[config.mk]
export PLATFORM = sky130hd
export DESIGN_NAME = fft_frame_buffer
export DESIGN_NICKNAME = d
export VERILOG_FILES = /design/src/rtl/fft_frame_buffer.sv
export SDC_FILE = /design/constraint.sdc
export NUM_CORES = 1
export LEC_CHECK = 0
export ABC_AREA = 1
export CELL_PAD_IN_SITES_DETAIL_PLACEMENT = 0
export CELL_PAD_IN_SITES_GLOBAL_PLACEMENT = 1
export CORE_ASPECT_RATIO = 2
export CORE_UTILIZATION = 50
export CTS_BUF_LIST = sky130_fd_sc_hd__clkbuf_4 sky130_fd_sc_hd__clkbuf_8
export DETAILED_ROUTE_END_ITERATION = 6
export GPL_ROUTABILITY_DRIVEN = 0
export GPL_TIMING_DRIVEN = 0
export PLACE_DENSITY_LB_ADDON = 0.05
export SYNTH_ARGS = -nofsm -noshare
export SYNTH_HDL_FRONTEND = slang
export SYNTH_SLANG_ARGS = --single-unit
[constraint.sdc]
create_clock -name clk -period 6.36 [get_ports clk]
set_input_delay 1.272 -clock clk [delete_from_list [all_inputs] [get_ports clk]]
set_output_delay 1.272 -clock clk [all_outputs]
set_load 0.01 [all_outputs]
[src/rtl/fft_frame_buffer.sv]
// fft_frame_buffer: collects the FIR sample stream into FRAME_LEN-sample frames
// held in two ping-pong banks and presents each complete frame in parallel to
// the FFT over a valid/ready handshake. Samples arriving while both banks are
// full are dropped and flagged on the sticky overflow output.
// Optional feature macro: FFT_FRAME_BUF_CNT_EN builds the handshaken-frame
// counter on frame_cnt; without it frame_cnt is tied to zero.
module fft_frame_buffer #(
  parameter int unsigned FRAME_LEN = 16,
  parameter int unsigned DATA_W    = 16
) (
  input  logic                        clk,
  input  logic                        rst,
  input  logic                        fir_valid,
  input  logic [DATA_W-1:0]           fir_d,
  output logic                        frame_valid,
  input  logic                        frame_ready,
  output logic [DATA_W*FRAME_LEN-1:0] frame_data,
  output logic                        overflow,
  output logic [7:0]                  frame_cnt
);

  localparam int unsigned PTR_W = $clog2(FRAME_LEN);
  localparam int unsigned FW    = DATA_W * FRAME_LEN;
  localparam logic [PTR_W-1:0] LAST_IDX = PTR_W'(FRAME_LEN - 1);

  typedef enum logic {FILL, STALL} wr_state_t;

  logic [DATA_W-1:0] bank [2][FRAME_LEN];
  logic [1:0]        full;
  logic [1:0]        full_nxt;
  logic              wsel;
  logic              rsel;
  logic              rsel_nxt;
  logic [PTR_W-1:0]  wptr;
  wr_state_t         state;
  logic              hs;
  logic              wr_en;
  logic              wr_last;
  logic [FW-1:0]     data_nxt;

  // Handshake, write strobes and post-edge view of the bank flags.
  // A completing write and a handshake always address different banks.
  always_comb begin
    hs       = frame_valid && frame_ready;
    wr_en    = (state == FILL) && fir_valid;
    wr_last  = wr_en && (wptr == LAST_IDX);
    rsel_nxt = rsel ^ hs;
    full_nxt = full;
    if (hs)      full_nxt[rsel] = 1'b0;
    if (wr_last) full_nxt[wsel] = 1'b1;
  end

  // Contents of the bank that will be presented after this edge, including a
  // sample being written into it on the same edge.
  always_comb begin
    data_nxt = '0;
    for (int k = 0; k < FRAME_LEN; k++) begin
      data_nxt[k*DATA_W +: DATA_W] = bank[rsel_nxt][k];
      if (wr_en && (wsel == rsel_nxt) && (wptr == PTR_W'(k)))
        data_nxt[k*DATA_W +: DATA_W] = fir_d;
    end
  end

  // Sample storage; reset clears it so frame_data starts at zero.
  always_ff @(posedge clk) begin
    if (rst) begin
      for (int b = 0; b < 2; b++)
        for (int k = 0; k < FRAME_LEN; k++)
          bank[b][k] <= '0;
    end else if (wr_en) begin
      bank[wsel][wptr] <= fir_d;
    end
  end

  // Write-side FSM, bank flags, read select and registered frame outputs.
  always_ff @(posedge clk) begin
    if (rst) begin
      state       <= FILL;
      full        <= 2'b00;
      wsel        <= 1'b0;
      rsel        <= 1'b0;
      wptr        <= '0;
      overflow    <= 1'b0;
      frame_valid <= 1'b0;
      frame_data  <= '0;
    end else begin
      full        <= full_nxt;
      rsel        <= rsel_nxt;
      frame_valid <= full_nxt[rsel_nxt];
      frame_data  <= data_nxt;
      case (state)
        FILL: begin
          if (wr_en) begin
            wptr <= wptr + PTR_W'(1);
            if (wr_last) begin
              wptr <= '0;
              wsel <= ~wsel;
              // Stall only if the next bank stays full past this edge.
              if (full_nxt[~wsel]) state <= STALL;
            end
          end
        end
        STALL: begin
          if (fir_valid) overflow <= 1'b1;
          if (!full_nxt[wsel]) state <= FILL;
        end
        default: state <= FILL;
      endcase
    end
  end

`ifdef FFT_FRAME_BUF_CNT_EN
  // Count of handshaken frames, wrapping at 256.
  always_ff @(posedge clk) begin
    if (rst)     frame_cnt <= 8'd0;
    else if (hs) frame_cnt <= frame_cnt + 8'd1;
  end
`else
  assign frame_cnt = 8'd0;
`endif

endmodule

Word level (Yosys, flattened, before mapping)
Memory sizes are Yosys's and may differ from the RTL's. A register that Yosys moved wholly into a read port is not among the register bits.
Index checks and enable logic that the tools add are counted.
- reduce and logical (&&, ||, !) cells: 10
- multiplexer cells: 28
- shift operators: 0
- bitwise logic cells: 7
- divide/modulo/power cells: 0
- equality and inequality tests: 1
- $add $sub $neg: 1
- multiply operators: 0
- order comparisons: 8
- operators by type and width (cell ; count):
    256-bit two-way mux ; 3
    256-bit OR reduction ; 1
    16-bit demux with 4-bit select ; 1
    1-bit two-way mux ; 17
    16-bit two-way mux ; 1
    1-bit by 2-bit less-than comparator with 1-bit output, second input constant ; 4
    1-bit logical AND ; 6
    5-bit >= comparator, second input constant ; 1
    5-bit by 1-bit less-than comparator with 1-bit output, second input constant ; 1
    4-bit NOT with 5-bit output ; 1
    4-bit by 1-bit adder with 4-bit output, second input constant ; 1
    4-bit equality test, second input constant ; 1
    2-bit two-way mux ; 2
    4-bit two-way mux ; 1
    2-bit AND reduction ; 2
    3-bit AND reduction ; 1
    2-bit bitwise AND ; 1
    1-bit demux with 1-bit select ; 2
    1-bit >= comparator, second input constant ; 2
    1-bit NOT ; 2
    2-bit NOT ; 1
    2-bit OR ; 1
    1-bit one-hot mux with 2 select lines ; 1
    1-bit XOR ; 1
- input port bits: 20
- memories: 1
- ROM bits: 0
- latch bits: 0
- memory bits (writable): 512
- word-level logic and storage cells: 63
- output and inout port bits: 266
- bits in registers: 11
- memories (memory ; depth ; bits a word ; rd ports ; clocked after memory_dff ; wr ports ; line ; text):
    bank ; 2 ; 256 ; 1 ; 1 ; 2 ; 28 ; logic [DATA_W-1:0] bank [2][FRAME_LEN];

Depth between registers and ports, before layout
- depth after elaboration: 15
- gate-level depth with buffers: 18

Least setup slack after synthesis
OpenSTA, ideal clock, no wires.
- path kind: in2reg
- from: in rst
- to: mem bank[1][100] (netlist bit), enable pin
- data required time: 5.972 ns
- stages: 14
- arrival: 3.280 ns
- path slack: 2.691 ns
- cells stage by stage: buf_4 inv_2 buf_6 nand3_2 nor2_1 nor2_1 nand2_1 nor2_2 nand2_2 nand2_1 inv_1 buf_2 buf_1 nor2_1
- RTL lines (element ; line ; text):
    start, declared ; 12 ; input logic rst,
    end, declared ; 28 ;

==> results.yml <==
status:
  outcome: "finished, violations left"
  violations: "design-rule violations, max-capacitance violations"
setup_path:
  rrSetupSlack_ns: 2.18
  path_max_fanout: 16
  crit_required_ns: 6.70
  path_class: "primary input to register"
  crit_path_end_kind: "register"
  critPathLaunchType: "primary input"
  worstPathArrival_ns: 5.06
synthesis:
  synth.avg_cell_area_um2: 9.59
  ys_types: 26
  yosys_warnings: 0
  ys_seq_elements: 779
  synth-seq-area-share_pct: 66.1
  syn_area_um2: 31300
  synthCells: 3267
routing:
  drc: 1
  first_iter_violations: 2434
  routed_via_density: 5.50
  routed_wirelength_mm: 108
  ant_nets: 0
  wl_per_cell_um: 23.8
  via_count: 25000
  firstDrtPassIters: 7
timing:
  rsz0062_at_grt: "false"
  worst_pin_slew_ns: 1.48
  setup_tns_ns: 0
  finalCriticalPeriod_ns: 4.72
  maxSlewHeadroom_pct: 1.43
  finalCritPeriodShare_pct: 74.3
  finalMaxSlewViolations: 0
  fin_worst_skew_ns: 0.0360
  maxClockFrequency_mhz: 212
  hold_viol: 0
  setup_viol: 0
clock_network:
  cts_num_sinks: 779
  clk_pin_slew_ns: 0.07
  clock_path_buffers: 3
  numCtsBuffers: 102
  cts_htree_levels: 3
  insertion_delay_ns: 0.78
  cts_hold_buf: 0
  cts_tree: "done"
  cts_setup_buffers: 0
  cts-root-buf: "clkbuf_8"
  cts_resized: 0
die:
  design.portCount: 286
  start_util_pct: 50.7
  core-area_um2: 61800
  fp.dieH_um: 356
  die_x_um: 179
  dieArea_um2: 63700
  fp-row-count: 129
layout:
  multi_input_area_um2: 9060
  drive_above_1_share_pct: 9.67
  layout_common_cells: "1,023 x nand2_1, 623 x nor2_1, 512 x edfxtp_1"
  fin_util_pct: 60.8
  register_area_um2: 20700
  num-fill-cells: 5282
  design_area_um2: 37600
  final_common_cell: "nand2_1"
  layout.nets: 3681
  final_cells: 4537
  area_delta_synth_final_pct: 20.0
pwr:
  cellLeakagePower_nw: 15.9
  irDropWorstVdd_uv: 208
  p_per_area_nw_per_um2: 321
place:
  dpl.hpwl_mm: 72.8
  place_area_um2: 35100
  post-place-cells: 4336
  port_buffers: 276
grt:
  antenna_found_initial: 5
  track_usage_pct: 34.6
  grt.overflow.total: 0
  first_global_vias: 24200
  grt_first_pass_wirelength_mm: 155
  grt_start_max_net_pins: 18
run:
  maxCapViolations: 1
min_path:
  hold_path.class: "register to register"
-- cell type report --
type	count	share of cell area [%]
Sequential cell	779	55.1
Multi-Input combinational cell	2163	24.1
Timing Repair Buffer	279	7.42
Clock buffer	157	5.15
Buffer	257	3.50
Tap cell	786	2.62
Clock inverter	35	1.29
Inverter	75	0.749
Antenna cell	6	0.0400
-- kinds of logic after synthesis --
family                   after synthesis  share of synthesized area [%]
other                                  1                         0.0120
flip-flops                           779                           66.1
buffers and inverters                332                           5.09
multiplexers                          48                           1.53
AO/OA/AOI/OAI                        221                           3.54
AND/OR/NAND/NOR                     1882                           23.5
adder cells (fa/ha/maj)                4                          0.160
-- report_power, final --
group / leakage (nW) / internal, mW / switching [mW]
clock: 1.27 / 2.43 / 1.91
combinational: 7.25 / 0.526 / 1.19
sequential: 7.42 / 5.88 / 0.124
total: 15.9 / 8.84 / 3.22
-- cells in the mapped netlist, drive strengths merged --
cell type	n	area share, %
nand2	1024	12
o211ai	1	0.024
clkinv	1	0.012
nor2	632	7.6
a21oi	215	3.4
mux2i	48	1.5
a31oi	1	0.020
nand3	223	3.6
o21ai	4	0.064
nor3b	1	0.024
clkbuf	97	1.2
conb	1	0.012
or2	1	0.020
edfxtp	512	49
dfxtp	267	17
ha	4	0.16
nor3	1	0.016
buf	160	3.0
inv	74	0.89
-- worst paths after layout --
check / start / endpoint / depth (start not counted)
setup reg to reg: wptr[0]$_SDFFE_PP0P_ / bank[1][140]$_DFFE_PP_ / 12
setup / recovery: fir_valid / bank[1][140]$_DFFE_PP_ / 12
hold / removal: state$_SDFF_PP0_ / state$_SDFF_PP0_ / 2
hold reg to reg: state$_SDFF_PP0_ / state$_SDFF_PP0_ / 2
-- per-stage QoR --
step | setup WS, ns | power (mW) | hold slack (ns)
3_3_place_gp | 1.09 | 7.75 | 0.520
4_1_cts | 1.76 | 12.1 | 0.535
3_5_place_dp | 0.925 | 7.79 | 0.525
5_1_grt | 1.45 | 12.4 | 0.567
2_1_floorplan | 2.69 | 6.95 | 0.479
6_report | 1.64 | 12.1 | 0.537
-- state kept, by name (all words and copies together), names as in the netlist --
signal and count:
state 1, wsel 1, full 2, wptr 4
overflow 1, rsel 1, frame_data 256, frame_valid 1
bank 512
-- routing by layer --
layer,track usage (%),up-vias,part of all wire (%),wire [um]
met4,23.2,4,7.1,7670
li1,-,11400,-,-
met3,6.01,375,9.1,9870
met2,57.9,1418,49,53100
met1,40.0,11800,35,37400
met5,0,-,0.030,32
-- critical path, cell delays in order --
cell             delay [ns]
clkdlybuf4s50_1        0.60
nand3_1                0.29
nor2_1                 0.45
nor2_1                 0.08
nand2_1                0.10
nor2_2                 0.05
nand2_2                0.10
nand2_1                0.09
inv_1                  0.08
buf_2                  0.42
buf_1                  0.90
nor2_1                 0.62
No activity file was read; power rests on OpenSTA's default activity.
